--- config.mk ---
export PLATFORM = sky130hd
export DESIGN_NAME = instr_fetch_unit
export DESIGN_NICKNAME = d
export VERILOG_FILES = /design/src/rtl/instr_fetch_unit.sv
export SDC_FILE = /design/constraint.sdc
export NUM_CORES = 1
export LEC_CHECK = 0
export CAP_MARGIN = 0
export CORE_MARGIN = 3
export CORE_UTILIZATION = 45
export CTS_CLUSTER_SIZE = 8
export DETAILED_ROUTE_END_ITERATION = 16
export GPL_TIMING_DRIVEN = 0
export HOLD_SLACK_MARGIN = 0.15
export PLACE_DENSITY = 0.66
export SYNTH_ARGS = -nofsm -noshare
export SYNTH_HDL_FRONTEND = slang
export SYNTH_SLANG_ARGS = --single-unit
--- constraint.sdc ---
create_clock -name clk -period 6.9 [get_ports clk]
set_input_delay 1.035 -clock clk [delete_from_list [all_inputs] [get_ports clk]]
set_output_delay 1.035 -clock clk [all_outputs]
set_load 0.05 [all_outputs]
--- src/rtl/instr_fetch_unit.sv ---
// rtl/instr_fetch_unit.sv - credit-based instruction fetch with in-order tag queue and redirect flush
module instr_fetch_unit #(
  parameter int unsigned     XLEN     = 32,
  parameter int unsigned     DEPTH    = 4,
  parameter logic [XLEN-1:0] RESET_PC = '0
) (
  input  logic                       clk,
  input  logic                       reset,
  output logic                       imem_req_valid,
  output logic [XLEN-1:0]            imem_req_addr,
  input  logic                       imem_req_ready,
  input  logic                       imem_rsp_valid,
  input  logic [31:0]                imem_rsp_data,
  input  logic                       redirect_valid,
  input  logic [XLEN-1:0]            redirect_pc,
  input  logic                       halt_req,
  output logic                       halted,
  output logic                       out_valid,
  input  logic                       out_ready,
  output logic [31:0]                out_instr,
  output logic [XLEN-1:0]            out_pc,
  output logic [$clog2(DEPTH+1)-1:0] buf_count
);

  localparam int unsigned AW = (DEPTH > 1) ? $clog2(DEPTH) : 1;
  localparam int unsigned CW = $clog2(DEPTH + 1);
  localparam logic [CW-1:0] DEPTH_C  = CW'(DEPTH);
  localparam logic [CW:0]   DEPTH_C1 = (CW + 1)'(DEPTH);

  typedef enum logic [1:0] {S_IDLE, S_RUN, S_HALTING, S_HALTED} state_e;

  state_e          state_q, state_d;
  logic [XLEN-1:0] fetch_pc_q, fetch_pc_d;
  logic [CW-1:0]   count_q, count_d, outst_q, outst_d, discard_q, discard_d;
  logic [AW-1:0]   head_q, head_d, tail_q, tail_d;
  logic [AW-1:0]   tag_rd_q, tag_rd_d, tag_wr_q, tag_wr_d;

  logic [31:0]     instr_mem [DEPTH];
  logic [XLEN-1:0] pc_mem    [DEPTH];
  logic [XLEN-1:0] tag_mem   [DEPTH];

  logic            req_fire, push, pop;
  logic [CW:0]     credit_used;

  // Outstanding requests reserve buffer slots, so a response always finds room.
  assign credit_used    = {1'b0, outst_q} + {1'b0, count_q};
  assign imem_req_valid = (state_q == S_RUN) && !halt_req && (credit_used < DEPTH_C1);
  assign imem_req_addr  = fetch_pc_q;
  assign req_fire       = imem_req_valid && imem_req_ready;

  assign out_valid = (count_q != '0);
  assign out_instr = instr_mem[head_q];
  assign out_pc    = pc_mem[head_q];
  assign pop       = out_valid && out_ready;
  assign buf_count = count_q;
  assign halted    = (state_q == S_HALTED);

  assign push = imem_rsp_valid && !redirect_valid && (discard_q == '0);

  always_comb begin
    fetch_pc_d = fetch_pc_q;
    outst_d    = outst_q + CW'(req_fire) - CW'(imem_rsp_valid);
    discard_d  = discard_q;
    count_d    = count_q + CW'(push) - CW'(pop);
    head_d     = pop  ? head_q + AW'(1) : head_q;
    tail_d     = push ? tail_q + AW'(1) : tail_q;
    tag_wr_d   = req_fire ? tag_wr_q + AW'(1) : tag_wr_q;
    tag_rd_d   = imem_rsp_valid ? tag_rd_q + AW'(1) : tag_rd_q;

    if (redirect_valid) begin
      // Every request still in flight after this cycle belongs to the old path.
      fetch_pc_d = {redirect_pc[XLEN-1:2], 2'b00};
      discard_d  = outst_d;
      count_d    = '0;
      head_d     = '0;
      tail_d     = '0;
    end else begin
      if (req_fire) fetch_pc_d = fetch_pc_q + XLEN'(4);
      if (imem_rsp_valid && (discard_q != '0)) discard_d = discard_q - CW'(1);
    end
  end

  always_comb begin
    state_d = state_q;
    case (state_q)
      S_IDLE:    state_d = S_RUN;
      S_RUN:     if (halt_req) state_d = S_HALTING;
      S_HALTING: begin
        if (!halt_req)          state_d = S_RUN;
        else if (outst_d == '0) state_d = S_HALTED;
      end
      S_HALTED:  if (!halt_req) state_d = S_RUN;
      default:   state_d = S_IDLE;
    endcase
  end

  always_ff @(posedge clk or negedge reset) begin
    if (!reset) begin
      state_q    <= S_IDLE;
      fetch_pc_q <= RESET_PC;
      count_q    <= '0;
      outst_q    <= '0;
      discard_q  <= '0;
      head_q     <= '0;
      tail_q     <= '0;
      tag_rd_q   <= '0;
      tag_wr_q   <= '0;
    end else begin
      state_q    <= state_d;
      fetch_pc_q <= fetch_pc_d;
      count_q    <= count_d;
      outst_q    <= outst_d;
      discard_q  <= discard_d;
      head_q     <= head_d;
      tail_q     <= tail_d;
      tag_rd_q   <= tag_rd_d;
      tag_wr_q   <= tag_wr_d;
    end
  end

  always_ff @(posedge clk) begin
    if (push) begin
      instr_mem[tail_q] <= imem_rsp_data;
      pc_mem[tail_q]    <= tag_mem[tag_rd_q];
    end
    if (req_fire) tag_mem[tag_wr_q] <= fetch_pc_q;
  end

  assert property (@(posedge clk) disable iff (!reset)
    (outst_q <= DEPTH_C) && (discard_q <= DEPTH_C));

endmodule

======== Word-level counts from Yosys, hierarchy flattened ========
Memories as Yosys holds them, arrays and structs flattened.
Cells that the tools add are included.
cells by class
  eq/ne operators ......................... 6
  $lt $le $gt $ge ......................... 1
  mux-type cells .......................... 18
  reduce and logical (&&, ||, !) cells .... 19
  add/sub/neg operators ................... 11
operator list
  operator               count
  $mux 32                2
  $add 32x3->32 const B  1
  $mux 2                 8
  $mux 3                 3
  $add 2x1->2 const B    4
  $pmux 2 s4             1
  $reduce_bool 2->1      4
  $logic_and 1x1->1      7
  $add 3x1->3            2
  $logic_not 3->1        2
  $reduce_bool 3->1      2
  $sub 3x1->3            2
  $add 3x3->4            1
  $eq 2x2->1 const B     2
  $lt 4x3->1 const B     1
  $mux 1                 4
  $ne 2x2->1 const B     2
  $ne 3x3->1 const B     1
  $reduce_and 3->1       1
  $sub 3x1->3 const B    1
  $eq 2x1->1 const B     1
  $logic_not 1->1        2
  $logic_not 2->1        1
word-level totals
  bits of input ports ..................... 71
  RAM bits ................................ 384
  memories ................................ 3
  bits in registers ....................... 51
memory list
  memory     depth  width  rd ports  clocked after Yosys merged registers in  wr ports  line  source
  instr_mem  4      32     1         0                                        1         38    logic [31:0] instr_mem [DEPTH];
  pc_mem     4      32     1         0                                        1         39    logic [XLEN-1:0] pc_mem [DEPTH];
  tag_mem    4      32     1         0                                        1         40    logic [XLEN-1:0] tag_mem [DEPTH];

======== Depth between registers and ports, before layout ========
  word-level depth ........................ 10
  mapped depth ............................ 17
  depth with buffers taken out ............ 15

======== Worst setup path after synthesis ========
Ideal clock, no wire load.
  path kind ............................... register -> register
  start ................................... register count_q[1], in the netlist buf_count[1]
  end ..................................... register state_q[1]
  setup slack ............................. 2,853 ps
  setup time .............................. 88 ps
  arrival ................................. 3,958 ps
  cell stages (with the launch flop) ...... 16
  path buffers ............................ 2
  period minus slack after synthesis ...... 4,047 ps
  cells stage by stage .................... dfrtp_1 ha_1 and2b_1 and4_1 buf_4 inv_2 buf_1 ha_1 inv_1 ha_1 inv_1 fa_1 xor3_1 or3_1 or4b_1 a41oi_1
on the way
  cells in the longest elaborated chain, start to end .. 9
ends and longest elaborated chain
  what                               line  source
  from (decl)                        34    logic [CW-1:0] count_q, count_d, outst_q, outst_d, discard_q, discard_d;
  from (signal assigned)             111   count_q <= count_d;
  $add 3x3->4                        46    assign credit_used = {1'b0, outst_q} + {1'b0, count_q};
  $lt 4x3->1                         47    assign imem_req_valid = (state_q == S_RUN) && !halt_req && (credit_used < DEPTH_C1);
  $logic_and 1x1->1                  47
  $logic_and 1x1->1                  49    assign req_fire = imem_req_valid && imem_req_ready;
  $add 3x1->3                        62    outst_d = outst_q + CW'(req_fire) - CW'(imem_rsp_valid);
  $sub 3x1->3                        62
  named net outst_d[2]               34
  $logic_not 3->1                    90    else if (outst_d == '0) state_d = S_HALTED;
  $ne 3x3->1 (no source line)        n/a
  $reduce_and 3->1 (no source line)  n/a
  to (signal assigned)               109   state_q <= state_d;
  to (decl)                          32    state_e state_q, state_d;
The timed path passes the listed nets, and every way through them passes these cells.
A chain may end at the register's enable or synchronous reset.

======== Final worst setup path ========
  start ................................... register head_q[0]
  end ..................................... output out_pc[15]
on the way
  cells in the longest elaborated chain, start to end .. 1
ends and longest elaborated chain
  what                    line  source
  from (decl)             35    logic [AW-1:0] head_q, head_d, tail_q, tail_d;
  from (signal assigned)  104   head_q <= '0;
  from (signal assigned)  114   head_q <= head_d;
  $mem_v2 4x32            n/a
  to (decl)               21    output logic [XLEN-1:0] out_pc,
No other way between the ends.

==> summary.txt <==
Timing
  • Fin Clk Skew: 11.8 ps
  • Fin Setup TNS: 0 ps
  • Final setup margin: between 2000 and 2500 ps
  • RSZ-0062 raised after global routing: no
  • Clock period minus worst slack: between 4000 and 5000 ps
  • Slew headroom: 0.321
  • Worst-margin pin slew: roughly 1000 ps
  • Peak Freq: approximately 210 MHz
  • Final setup violation count: 0
  • Final Hold Viols: 0
  • Period utilization: 0.685
  • Slew Limit Fails: 0

Critical path
  • CP Launch Point: head_q[0]$_DFFE_PN0P_
  • Reg2reg path depth: 16
  • Worst R2R End: state_q[1]$_DFFE_PN0P_
  • CP Class: reg2out
  • Worst R2R Start: state_q[1]$_DFFE_PN0P_
  • R2R Setup Slk: approximately 2600 ps
  • Critical path's slowest cell: buf_1
  • Crit start category: flip-flop
  • WP data required: between 5000 and 6000 ps
  • Max FO, Critical Path: 10
  • Endpoint class of the critical path: primary output
  • Worst-path cell chain: clkbuf_1 > buf_1 > mux4_2 > clkdlybuf4s50_1
  • Crit-path max cell delay: around 820 ps
  • CP arrival: approximately 3700 ps

Floorplanning
  • # rows: roughly 70
  • Core area: roughly 35000 um2
  • Starting density of the core: 0.462
  • Die footprint: ~38000 um2
  • Width of the chip: about 200 um
  • Die H: ~200 um
  • Ports: ~170

Finish
  • Most common library cell in the layout ignoring fill and taps: edfxtp_1
  • Ant diodes: 0
  • Area growth syn-to-layout: 25.0%
  • NumNets Final: ~1100
  • Most frequent cells in the layout: edfxtp_1 (368), clkdlybuf4s50_1 (164), mux4_2 (92)
  • Post-layout util: 0.578
  • Layout cell share with drive strength beyond 1: 0.161

Drt
  • ANT nets after route: 0
  • Drt first pass iters: 5
  • Vias: roughly 8300
  • DRC Markers: 0
  • Drt via density: 5.38
  • Wire per inst: between 20 and 25 um
  • Routed wire length: approximately 33 mm
  • Starting DRT DRC Count: 428

Outcome
  • Outcome: complete, no violations

Synth
  • Yosys cell types: 43
  • Area share of the largest cell type after synthesis: 0.684
  • Top post-synthesis cells by area: edfxtp_1 (68%), mux4_2 (13%), dfrtp_1 (7.6%), ha_1 (1.5%), xnor2_1 (1.3%)
  • Synth async-reset ratio: 0.118
  • Register area share after synthesis: 0.760
  • Post-Syn Instances: 804
  • Synth Cell Area: between 15000 and 20000 um2
  • EDFF count, synth: roughly 370
  • Cell taking the most area after synthesis: edfxtp_1
  • Mean area per synthesized cell: between 20 and 25 um2
  • Warnings from Yosys: 0
  • Flops & latches, synth: ~420
  • Ys flop type: edfxtp_1

Clocking
  • CTS Root Cell: clkbuf_16
  • Setup Fix Bufs, Post-CTS: 0
  • Clock Pin Slew Worst Setup and Hold Paths: roughly 50 ps
  • Clk sink count: 417
  • Number of CTS-inserted buffers: 58
  • Clock buffer depth: 3
  • CTS resizes: 0
  • CTS tree: done
  • H-tree levels: 2
  • Hold-fix buffers at CTS: 0
  • Clk_lat worst skew: 560 ps

Job
  • Max-cap violations: 0

Min path
  • HP Class: in2async

Place
  • Worst setup slack after placement: between 1500 and 2000 ps
  • RD Place Congestion: 0.795
  • Port bufs: roughly 170
  • Hpwl dp: just over 20 mm

GRT
  • Largest net degree at the start of global routing: 52
  • First-pass GRT wire length: roughly 51 mm
  • Vias in the first global route: 8721
  • Gr usage total: 0.174
  • Initial antenna violation count: 0
  • GRT overflow: 0

Power and ir drop
  • Leak pwr: between 6 and 7 nW
  • Power per Cell Area: 387 nW/um2
  • Max VDD drop: roughly 360 uV
[how the worst max path moves through the flow]
stage / end / slack, ps / depth (start not counted)
2_1_floorplan: state_q[1]$_DFFE_PN0P_ / 2850 / 15
3_3_place_gp: instr_mem[3][26]$_DFFE_PP_ / 1460 / 4
3_5_place_dp: state_q[1]$_DFFE_PN0P_ / 1810 / 15
4_1_cts: out_pc[2] / 2060 / 4
5_1_grt: out_pc[2] / 1890 / 4
6_report: out_pc[15] / 2170 / 4
[cell type report]
class | instances | area, um2
plain buffers | 38 | 163
inverters | 21 | 78.8
well taps | 455 | 569
multi-input cells | 331 | 3670
clock buffers | 107 | 1660
repair buffers | 170 | 1780
clock inverters | 2 | 17.5
flip-flops and latches | 417 | 12300
fillers | 2621 | 14800
[synthesized netlist by cell type (all sizes together) (5+ instances only)]
library cell	instances
nand4	8
nor3	11
xnor2	24
inv	21
nand2	40
dfrtp	49
xor2	8
o21ai	31
buf	20
edfxtp	368
ha	20
nand3	14
clkbuf	18
a31oi	5
nor4	8
or3	7
mux4	92
nor2	14
and2	10
[routing by layer]
layer / up-vias / part of all wire / wire [um] / track usage
met1: 4259 / 0.43 / 14200 / 0.242
met4: 0 / 0.019 / 634 / 0.0454
met5: - / 0 / 0 / 0
li1: 3714 / - / - / -
met2: 264 / 0.49 / 15900 / 0.287
met3: 47 / 0.060 / 1970 / 0.0347
[cells by family after synthesis]
logic type	count (synthesis)	share of synthesized area
buffers and inverters	59	0.0149
muxes	96	0.131
DFF	417	0.760
other	1	0.000232
AOI/OAI and AO/OA	47	0.0162
adders and majority gates	22	0.0180
xor gates and xnor gates	33	0.0188
and+or+nand+nor	129	0.0414
[sequential cells by signal, indices dropped and copies added, names as in the netlist, 3 cells and up]
register and flops:
discard_q 3, instr_mem 128, pc_mem 120, tag_mem 120, outst_q 3, buf_count 3
imem_req_addr 30
[stage by stage]
step | cells | area (um2) | hold slack, ps | total power, W
5_1_grt | 1541 | 20200 | 370 | 0.00816
3_3_place_gp | 1427 | 18400 | 531 | 0.00530
3_5_place_dp | 1432 | 18500 | 545 | 0.00533
4_1_cts | 1541 | 20200 | 355 | 0.00791
2_1_floorplan | 807 | 16200 | 514 | 0.00466
6_report | 1541 | 20200 | 374 | 0.00781
[where the power goes]
| part | total [W] | leakage [nW] | switching [W] | internal, W |
|---|---|---|---|---|
| clock | 0.00256 | 0.792 | 0.000969 | 0.00159 |
| combinational | 0.00212 | 1.93 | 0.00128 | 0.000841 |
| sequential | 0.00313 | 3.91 | 0.000107 | 0.00302 |
| total | 0.00781 | 6.63 | 0.00236 | 0.00546 |
[worst max-delay path, delay by kind of cell (launching register included)]
family                 cells  cell delay (ps)
flip-flops                 1              310
multiplexers               1              670
buffers and inverters      3             2150
(Power assumes the default switching activity.)
